### src/rtl/gpu_axi_pkg.sv
// Shared AXI encodings and the burst-writer state type for the GPU memory path.
package gpu_axi_pkg;

   localparam logic [1:0] AXI_BURST_INCR = 2'b01;
   localparam logic [1:0] AXI_RESP_OKAY   = 2'b00;
   localparam logic [1:0] AXI_RESP_EXOKAY = 2'b01;
   localparam logic [1:0] AXI_RESP_SLVERR = 2'b10;
   localparam logic [1:0] AXI_RESP_DECERR = 2'b11;
   localparam logic [2:0] AXI_SIZE_4B     = 3'b010;
   localparam logic [3:0] AXI_CACHE_BUF   = 4'b0011;
   localparam int         AXI_4KB         = 4096;

   typedef enum logic [2:0] {
      ST_IDLE,
      ST_AW,
      ST_W,
      ST_B,
      ST_DONE
   } fb_state_e;

endpackage

### src/rtl/fb_burst_planner.sv
// Burst length for the next AW: limited by the max burst, the words left and the 4 KB page.
module fb_burst_planner
   import gpu_axi_pkg::*;
#(
   parameter int CNT_W     = 20,
   parameter int MAX_BURST = 16
) (
   input  logic [9:0]       word_off,
   input  logic [CNT_W-1:0] rem,
   output logic [8:0]       beats
);

   logic [10:0] words_to_4kb;

   always_comb begin
      words_to_4kb = 11'(AXI_4KB >> 2) - {1'b0, word_off};
      beats        = 9'(MAX_BURST);
      if (words_to_4kb < 11'(beats)) beats = words_to_4kb[8:0];
      if (rem < CNT_W'(beats))       beats = rem[8:0];
   end

endmodule

### src/rtl/axi_fb_burst_writer.sv
// AXI4 write master streaming 32-bit pixel words into the framebuffer as INCR bursts.
//
// state   | meaning
// IDLE    | waiting for start_i
// AW      | address phase of the current burst, awvalid held
// W       | pixel stream passed through to the W channel
// B       | waiting for the write response, then advance addr/rem
// DONE    | one cycle before done_o pulses and busy_o drops
module axi_fb_burst_writer
   import gpu_axi_pkg::*;
#(
   parameter int ADDR_W    = 32,
   parameter int DATA_W    = 32,
   parameter int MAX_BURST = 16,
   parameter int CNT_W     = 20
) (
   input  logic              m_axi_aclk,
   input  logic              m_axi_aresetn,
   input  logic              start_i,
   input  logic [ADDR_W-1:0] base_addr_i,
   input  logic [CNT_W-1:0]  words_i,
   output logic              busy_o,
   output logic              done_o,
   output logic              err_o,
   input  logic [DATA_W-1:0] pix_data_i,
   input  logic              pix_valid_i,
   output logic              pix_ready_o,
   output logic [ADDR_W-1:0] M_AXI_awaddr,
   output logic [7:0]        M_AXI_awlen,
   output logic [2:0]        M_AXI_awsize,
   output logic [1:0]        M_AXI_awburst,
   output logic [3:0]        M_AXI_awcache,
   output logic              M_AXI_awlock,
   output logic [2:0]        M_AXI_awprot,
   output logic              M_AXI_awvalid,
   input  logic              M_AXI_awready,
   output logic [DATA_W-1:0] M_AXI_wdata,
   output logic [3:0]        M_AXI_wstrb,
   output logic              M_AXI_wlast,
   output logic              M_AXI_wvalid,
   input  logic              M_AXI_wready,
   input  logic [1:0]        M_AXI_bresp,
   input  logic              M_AXI_bvalid,
   output logic              M_AXI_bready
);

   fb_state_e         state, state_nx;
   logic [ADDR_W-1:0] addr, addr_nx, base_al, awaddr_r;
   logic [CNT_W-1:0]  rem, rem_nx, plan_rem;
   logic [9:0]        plan_off;
   logic [8:0]        plan_beats, beats_r, beat_cnt;
   logic [7:0]        awlen_r;
   logic              awvalid_r, busy_r, done_r, err_r;
   logic              aw_hs, w_hs, b_hs, load_aw;
   logic              unused_addr_lsb;

   assign unused_addr_lsb = ^base_addr_i[1:0];
   assign base_al  = {base_addr_i[ADDR_W-1:2], 2'b00};
   assign addr_nx  = addr + ADDR_W'({beats_r, 2'b00});
   assign rem_nx   = rem - CNT_W'(beats_r);

   // Plan from the job inputs in IDLE, otherwise from the post-burst position.
   assign plan_off = (state == ST_IDLE) ? base_al[11:2] : addr_nx[11:2];
   assign plan_rem = (state == ST_IDLE) ? words_i : rem_nx;

   fb_burst_planner #(
      .CNT_W     (CNT_W),
      .MAX_BURST (MAX_BURST)
   ) u_planner (
      .word_off (plan_off),
      .rem      (plan_rem),
      .beats    (plan_beats)
   );

   assign aw_hs   = awvalid_r & M_AXI_awready;
   assign w_hs    = M_AXI_wvalid & M_AXI_wready;
   assign b_hs    = (state == ST_B) & M_AXI_bvalid;
   assign load_aw = ((state == ST_IDLE) && start_i && (words_i != '0)) ||
                    (b_hs && (rem_nx != '0));

   always_ff @(posedge m_axi_aclk) begin
      if (!m_axi_aresetn) state <= ST_IDLE;
      else                state <= state_nx;
   end

   always_comb begin
      state_nx = state;
      case (state)
         ST_IDLE: if (start_i) state_nx = (words_i == '0) ? ST_DONE : ST_AW;
         ST_AW:   if (aw_hs) state_nx = ST_W;
         ST_W:    if (w_hs && M_AXI_wlast) state_nx = ST_B;
         ST_B:    if (b_hs) state_nx = (rem_nx == '0) ? ST_DONE : ST_AW;
         ST_DONE: state_nx = ST_IDLE;
         default: state_nx = ST_IDLE;
      endcase
   end

   always_ff @(posedge m_axi_aclk) begin
      if (!m_axi_aresetn) begin
         addr      <= '0;
         rem       <= '0;
         beats_r   <= '0;
         beat_cnt  <= '0;
         awaddr_r  <= '0;
         awlen_r   <= '0;
         awvalid_r <= 1'b0;
         busy_r    <= 1'b0;
         done_r    <= 1'b0;
         err_r     <= 1'b0;
      end else begin
         done_r <= (state == ST_DONE);
         if (state == ST_DONE) busy_r <= 1'b0;
         if ((state == ST_IDLE) && start_i) begin
            addr   <= base_al;
            rem    <= words_i;
            err_r  <= 1'b0;
            busy_r <= 1'b1;
         end
         if (aw_hs) begin
            awvalid_r <= 1'b0;
            beat_cnt  <= '0;
         end
         if (w_hs) beat_cnt <= beat_cnt + 9'd1;
         if (b_hs) begin
            if (M_AXI_bresp != AXI_RESP_OKAY) err_r <= 1'b1;
            addr <= addr_nx;
            rem  <= rem_nx;
         end
         if (load_aw) begin
            awvalid_r <= 1'b1;
            awaddr_r  <= (state == ST_IDLE) ? base_al : addr_nx;
            awlen_r   <= 8'(plan_beats - 9'd1);
            beats_r   <= plan_beats;
         end
      end
   end

   assign busy_o        = busy_r;
   assign done_o        = done_r;
   assign err_o         = err_r;
   assign M_AXI_awaddr  = awaddr_r;
   assign M_AXI_awlen   = awlen_r;
   assign M_AXI_awvalid = awvalid_r;
   assign M_AXI_awsize  = AXI_SIZE_4B;
   assign M_AXI_awburst = AXI_BURST_INCR;
   assign M_AXI_awcache = AXI_CACHE_BUF;
   assign M_AXI_awlock  = 1'b0;
   assign M_AXI_awprot  = 3'b000;
   assign M_AXI_wstrb   = 4'hF;
   assign M_AXI_wdata   = pix_data_i;
   assign M_AXI_wvalid  = (state == ST_W) & pix_valid_i;
   assign pix_ready_o   = (state == ST_W) & M_AXI_wready;
   assign M_AXI_wlast   = (state == ST_W) && (beat_cnt == beats_r - 9'd1);
   assign M_AXI_bready  = (state == ST_B);

endmodule

### config.mk
export PLATFORM = sky130hd
export DESIGN_NAME = axi_fb_burst_writer
export DESIGN_NICKNAME = d
export VERILOG_FILES = /design/src/rtl/gpu_axi_pkg.sv /design/src/rtl/fb_burst_planner.sv /design/src/rtl/axi_fb_burst_writer.sv
export SDC_FILE = /design/constraint.sdc
export NUM_CORES = 1
export LEC_CHECK = 0
export ABC_AREA = 1
export CAP_MARGIN = 20
export CORE_ASPECT_RATIO = 1.25
export CORE_MARGIN = 5
export CORE_UTILIZATION = 30
export DETAILED_ROUTE_END_ITERATION = 12
export PLACE_DENSITY = 0.52
export SLEW_MARGIN = 20
export SYNTH_ARGS = -nofsm -noshare
export SYNTH_HDL_FRONTEND = slang
export SYNTH_SLANG_ARGS = --single-unit
### constraint.sdc
create_clock -name m_axi_aclk -period 6.1 [get_ports m_axi_aclk]
set_input_delay 1.525 -clock m_axi_aclk [delete_from_list [all_inputs] [get_ports m_axi_aclk]]
set_output_delay 1.525 -clock m_axi_aclk [all_outputs]
set_load 0.05 [all_outputs]
==> summary.txt, run 1 <==
final setup vio count: 0
Crit path required time: 6410 ps
Final period util: 89.7%
routed vias: 7,599
initial antenna violation count: 0
critical path peak fanout: 8
Clk pwr share: 22.2%
Post-CTS Hold Buffers: 0
Worst Hold Depth: 2
drt wl/cell: 15.3 microns
DP HPWL: 17.6 mm
leakage: 4.02 nW
Reg-to-Reg Start: beats_r[0]
Longest Clk Path Bufs: 2
top cell type's share of synthesized area: 29.4%
final slew viol count: 0
pwr/cell area: 504 nW/um^2
boundary pin count: 190
Compound-Gate Fraction of Synth Area: 15.9%
placed inst area: 8830 sq um
max-cap check violation count: 0
die area: 29,200 sq um
worst hold path class: register to register
Final TNS setup: 0 ps
Setup crit start kind: primary input
register bit total from synthesis: 114
warnings from Yosys: 0
register area: 2280 sq um
CTS tree: done
endpoints failing hold: 0
Syn Area/Cell: 6.61 sq um
std cell rows: 65
worst setup margin: 627 ps
hold_sp: M_AXI_awaddr[1]
critical path capture point type: register
initial core utilization: 30.6%
top_reg_cell synth: dfxtp_1
layout cell share with drive strength beyond 1: 6.44%
Core Area: 25,400 sq um
Area Overhead vs Synth: 21.7%
Net Sw Frac: 48.4%
DRT Wirelength: 24.2 mm
Peak Freq: 0.183 GHz
kind of critical path: primary input to register
Slew Limit Headroom: 38.2%
first-pass detailed-route iteration total: 6
vias in the first global route: 7,488
diodes inserted: 0
Die Y: 190 microns
DRC errors left: 0
postcts setup bufs: 0
register area share after synthesis: 29.4%
EDFF count, synth: 0
reg-to-reg endpoint: M_AXI_awlen[2]
Final nets: 1,357
fill count: 2,779
Sw Pwr: 2.30 mW
CP most frequent cell: inv_1
hold endpoint: M_AXI_awaddr[1]
Logic pwr share: 55.1%
Syn Inst Count: 1,173
Resized cells post-CTS: 0
RSZ-0062 raised after global routing: no
FF-to-FF path depth: 32
peak supply drop: 205 uV
Vias/cell: 4.82
outcome: finished clean
Sink Count: 114
pre-CTS worst setup slack: 245 ps
CP max stage cell: clkdlybuf4s50_1
width of the die: 154 microns
Final Wtd Congestion: 0.865
Antenna Nets Post-Route: 0
input/output buffers: 106
Flop pwr share: 22.7%
post-synthesis mux area share: 0%
Clock transition at path regs: 60 ps
Worst-Margin Slew: 927 ps
CTS buffer count: 17
Mapped Area: 7750 sq um
Async SR Flop Fraction: 0%
footprint of the multi-input gates: 4510 sq um
Iteration-0 DRC Markers: 366
global route overflow: 0
Simple-Gate Fraction of Synth Area: 30.8%
Min Hold Slack: 453 ps
global-route wire length before repair: 38.8 mm
reg-to-reg slack, setup: 1000 ps
htree depth: 4
max incr delay on CP: 490 ps
largest net degree at the start of global routing: 72
clock insertion delay at the later pin of the skew report: 420 ps
largest family of logic cells by synthesized area: simple AND/OR/NAND/NOR gates
Netlist cell types: 51
GRT Resource Usage Total: 16.4%
Synth Area in Adders: 5.36%
P_int: 2.46 mW
worst path arrival time: 5790 ps
CTS root buffer: clkbuf_16
Area contributors post-synth: dfxtp_1 (29%), nand2_1 (16%), inv_1 (5.6%)
Synth area leader: dfxtp_1
Synth Area in XOR/XNOR: 4.97%
Min Clock Period, post-route: 5470 ps
Post-Route Skew: 9.30 ps
post-route cell area: 9430 sq um
[kinds of logic (layout without fill, tap and decap cells)]
kind of cell / after synthesis / after routing
other cells: 2 / 21
simple gates: 556 / 556
buf+inv: 221 / 272
fa+ha+maj: 32 / 32
compound gates: 204 / 204
xor+xnor: 44 / 44
flops: 114 / 114
[worst max-delay path by stage]
stage,startpoint,to,slack [ps],cells past startpoint
final,base_addr_i[2],M_AXI_awlen[2],630,29
after global routing,base_addr_i[2],M_AXI_awlen[2],260,29
after CTS,base_addr_i[2],M_AXI_awlen[2],660,29
after detailed placement,base_addr_i[2],M_AXI_awlen[2],240,29
after global placement,base_addr_i[2],M_AXI_awlen[2],300,29
after floorplan,base_addr_i[2],M_AXI_awlen[2],1300,28
[per-layer routing]
metal	track usage [%]	part of all wire (%)	up-vias	routed length, microns
met4	6.73	2.6	0	624
met2	29.2	49	192	11900
met1	19.7	44	3448	10700
met3	2.73	3.9	43	953
li1	-	-	3916	-
met5	0	0	-	0
[state kept, by name, summed over array words and instances (netlist names)]
register	flops
M_AXI_awaddr	31
M_AXI_awlen	8
M_AXI_awvalid	1
addr	30
beat_cnt	9
beats_r	9
busy_o	1
done_o	1
err_o	1
rem	20
state	3
[final cells by class]
cell class | instances | share of cell area (%)
multi-input combinational | 857 | 47.9
clock inverter | 11 | 1.72
inverter | 126 | 5.04
timing repair buffer | 116 | 12.0
tap | 335 | 4.44
sequential | 114 | 24.2
clock buffer | 19 | 4.70
[cells in the mapped netlist, types with 5 or more instances]
| master | count |
|---|---|
| a21oi_1 | 53 |
| nand3_1 | 75 |
| nand2_2 | 8 |
| nor3_1 | 11 |
| or2_2 | 7 |
| nand2_1 | 330 |
| nand4_1 | 11 |
| inv_2 | 6 |
| o21ai_0 | 52 |
| a31oi_1 | 53 |
| xnor2_1 | 11 |
| o211ai_1 | 8 |
| nor2_1 | 81 |
| a211oi_1 | 5 |
| dfxtp_1 | 114 |
| clkbuf_1 | 35 |
| ha_1 | 30 |
| inv_1 | 116 |
| a221oi_1 | 12 |
| buf_4 | 50 |
| nor4_1 | 12 |
| buf_2 | 7 |
| xor2_1 | 33 |
[power groups by stage]
stage / clock, mW / combinational (mW) / sequential (mW)
global placement: 0 / 2.61 / 1.10
floorplan: 0 / 1.69 / 1.37
global route: 1.11 / 2.92 / 1.11
finish: 1.05 / 2.62 / 1.08
CTS: 1.07 / 2.64 / 1.09
detailed placement: 0 / 2.62 / 1.10
[worst max-delay path, delay by kind of cell]
| family | cells | cell delay, ps |
|---|---|---|
| buf+inv | 7 | 900 |
| fa+ha+maj | 3 | 570 |
| simple gates | 11 | 1210 |
| compound gates | 8 | 1600 |
[placed cells by master, fill, tap and decap left out, types with 3 or more instances in the layout]
master           synthesis  final
a221oi_1                12     12
dfxtp_1                114    114
clkdlybuf4s50_1          0    106
a211oi_1                 5      5
a311oi_1                 4      4
nand4_1                 11     11
nor2_1                  81     80
or2_1                    3      3
nor2_4                   3      4
o21ai_2                  4      4
a21oi_1                 53     53
nand2_4                  3      3
conb_1                   2     21
nand3b_1                 3      3
buf_4                   50     10
inv_2                    6      7
o21ai_0                 52     52
xnor2_1                 11     11
inv_1                  116    116
bufinv_16                0      4
nand3_1                 75     75
nor3_1                  11     11
clkinvlp_4               0      3
nand2_2                  8      8
ha_1                    30     30
clkbuf_16                0     17
or2_2                    7      7
nand2_1                330    330
clkinv_2                 0      4
xor2_1                  33     33
a31oi_1                 53     53
o211ai_1                 8      8
nor4_1                  12     12
[per-stage QoR]
| step | power, mW | utilization (%) | cells |
|---|---|---|---|
| after global placement | 3.71 | 34.8 | 1548 |
| final | 4.76 | 37.2 | 1578 |
| after detailed placement | 3.72 | 34.8 | 1548 |
| after floorplan | 3.06 | - | 1192 |
| after CTS | 4.80 | 37.2 | 1578 |
| after global routing | 5.13 | 37.2 | 1578 |
(Power assumes the default switching activity.)
==> run 2: changes to the inputs <==
Settings changed: GPL_TIMING_DRIVEN from default to 0.
==> run 2 against run 1 <==
Against the previous run: non-clock buffer count up 116; cell count up 7.5%; clock skew up 1.2 ps; count of clock-buffer cells in the layout unchanged; die area unchanged; sequential share of layout area down 1.9 points; total power up 4.2%; setup slack worse by 140 ps; sequential power about the same; first-iteration DRC count up 50%; maximum frequency down 2.4%; cell area up 8.3%; critical path type unchanged.
==> summary.txt, run 2 (synthesis results as in run 1) <==
outcome: finished clean
Post-Route Skew: 10.5 ps (+1.17 ps)
Final period util: 92.0% (+2.2 points)
DRC errors left: 0 (unchanged)
CP most frequent cell: inv_1
Clock transition at path regs: 60 ps (about the same)
Min Hold Slack: 467 ps (+14.2 ps)
routed vias: 8,190 (+7.8%)
leakage: 4.40 nW (+9.6%)
die area: 29,200 sq um (unchanged)
worst hold path class: register to register
global route overflow: 0 (unchanged)
max incr delay on CP: 450 ps (-40 ps)
width of the die: 154 microns (unchanged)
critical path peak fanout: 8 (unchanged)
Min Clock Period, post-route: 5610 ps (+136 ps)
Post-CTS Hold Buffers: 0 (unchanged)
placed inst area: 9620 sq um (+8.9%)
pwr/cell area: 485 nW/um^2 (-3.8%)
Peak Freq: 0.178 GHz (-2.4%)
kind of critical path: primary input to register
final setup vio count: 0 (unchanged)
most frequent cells in the layout: nand2_1 (330), clkdlybuf4s50_1 (137), inv_1 (116)
Setup crit start kind: primary input
first-pass detailed-route iteration total: 5 (-1)
most common cell after layout, fill and taps aside: nand2_1
CTS root buffer: clkbuf_16
Longest Clk Path Bufs: 2 (unchanged)
postcts setup bufs: 0 (unchanged)
std cell rows: 65 (unchanged)
layout cell share with drive strength beyond 1: 9.48% (+3.0 points)
Antenna Nets Post-Route: 0 (unchanged)
boundary pin count: 190 (unchanged)
met2 Usage GRT: 34.1% (+5.0 points)
Final TNS setup: 0 ps (unchanged)
met1 GRT Util: 23.2% (+3.6 points)
Die Y: 190 microns (unchanged)
drt wl/cell: 16.6 microns (+8.2%)
global-route wire length before repair: 43.8 mm (+13%)
diodes inserted: 0 (unchanged)
DRT Wirelength: 28.1 mm (+16%)
worst setup margin: 491 ps (-136 ps)
Area Overhead vs Synth: 31.8%
GRT met3 Usage: 2.91% (+0.18 points)
initial antenna violation count: 0 (unchanged)
Resized cells post-CTS: 0 (unchanged)
Iteration-0 DRC Markers: 548 (+50%)
critical path capture point type: register
Crit path required time: 6410 ps (about the same)
Vias/cell: 4.83 (+0.28%)
CTS tree: done
Worst-Margin Slew: 842 ps (-85.5 ps)
GRT Max-Usage Layer: met2
max FFs per register: 31 (unchanged)
largest net degree at the start of global routing: 17 (-76%)
Core Area: 25,400 sq um (unchanged)
input/output buffers: 137 (+29%)
initial core utilization: 30.6% (unchanged)
GRT Resource Usage Total: 19.0% (+2.5 points)
endpoints failing hold: 0 (unchanged)
Sink Count: 114 (unchanged)
pre-CTS worst setup slack: 101 ps (-144 ps)
max-cap check violation count: 0 (unchanged)
clock insertion delay at the later pin of the skew report: 420 ps (about the same)
RSZ-0062 raised after global routing: no
final slew viol count: 0 (unchanged)
htree depth: 4 (unchanged)
DP HPWL: 22.1 mm (+25%)
vias in the first global route: 8,073 (+7.8%)
Final Wtd Congestion: 0.944 (+9.1%)
Final nets: 1,473 (+8.5%)
CP max stage cell: clkdlybuf4s50_1
Slew Limit Headroom: 43.9% (+5.7 points)
peak supply drop: 196 uV (-4.4%)
CTS buffer count: 17 (unchanged)
worst path arrival time: 5920 ps (+130 ps)
post-route cell area: 10,200 sq um (+8.3%)
[run 2: changes by cell type in the layout (fill, tap and decap cells not counted), moves of 3 or more]
cell	delta
clkdlybuf4s50_1	+31
buf_4	+40
clkinv_2	-3
inv_6	+5
clkbuf_1	+34
buf_2	+7
[run 2: cell type report]
class	count	area [sq um]
Buffer	95	561
Clock buffer	19	453
Clock inverter	13	149
Fill cell	2769	15200
Inverter	126	475
Multi-Input combinational cell	857	4510
Sequential cell	114	2280
Tap cell	335	419
Timing Repair Buffer	137	1370
[run 2: routing by layer]
layer	vias up	part of all wire, %
met5	-	0
met4	0	2.0
met3	36	4.9
met2	244	50
met1	3742	43
li1	4168	-
[run 2: worst paths after layout]
path,startpoint,to,slack (ps),cells past startpoint
setup / recovery,base_addr_i[2],M_AXI_awlen[2],490,29
hold / removal,M_AXI_awlen[0],M_AXI_awlen[0],470,2
setup reg to reg,beats_r[0],M_AXI_awlen[2],890,32
hold reg to reg,M_AXI_awlen[0],M_AXI_awlen[0],470,2
[run 2: metrics by stage]
| step | total power, mW | util [%] | cells |
|---|---|---|---|
| 4_1_cts | 4.97 | 40.3 | 1696 |
| 6_report | 4.95 | 40.3 | 1696 |
| 3_3_place_gp | 3.91 | 37.9 | 1664 |
| 2_1_floorplan | 3.06 | - | 1192 |
| 5_1_grt | 5.33 | 40.3 | 1696 |
| 3_5_place_dp | 3.92 | 37.9 | 1664 |
[run 2: report_power, final]
group	total, mW	internal [mW]	leakage [nW]	switching (mW)
clock network	1.04	0.630	0.287	0.411
logic	2.83	0.900	3.18	1.93
registers	1.09	0.929	0.937	0.157
[run 2: worst max-delay path, delay by kind of cell]
kind	cells	cell delay [ps]
compound gates	8	1650
simple gates	11	1190
buf+inv	7	910
fa+ha+maj	3	610
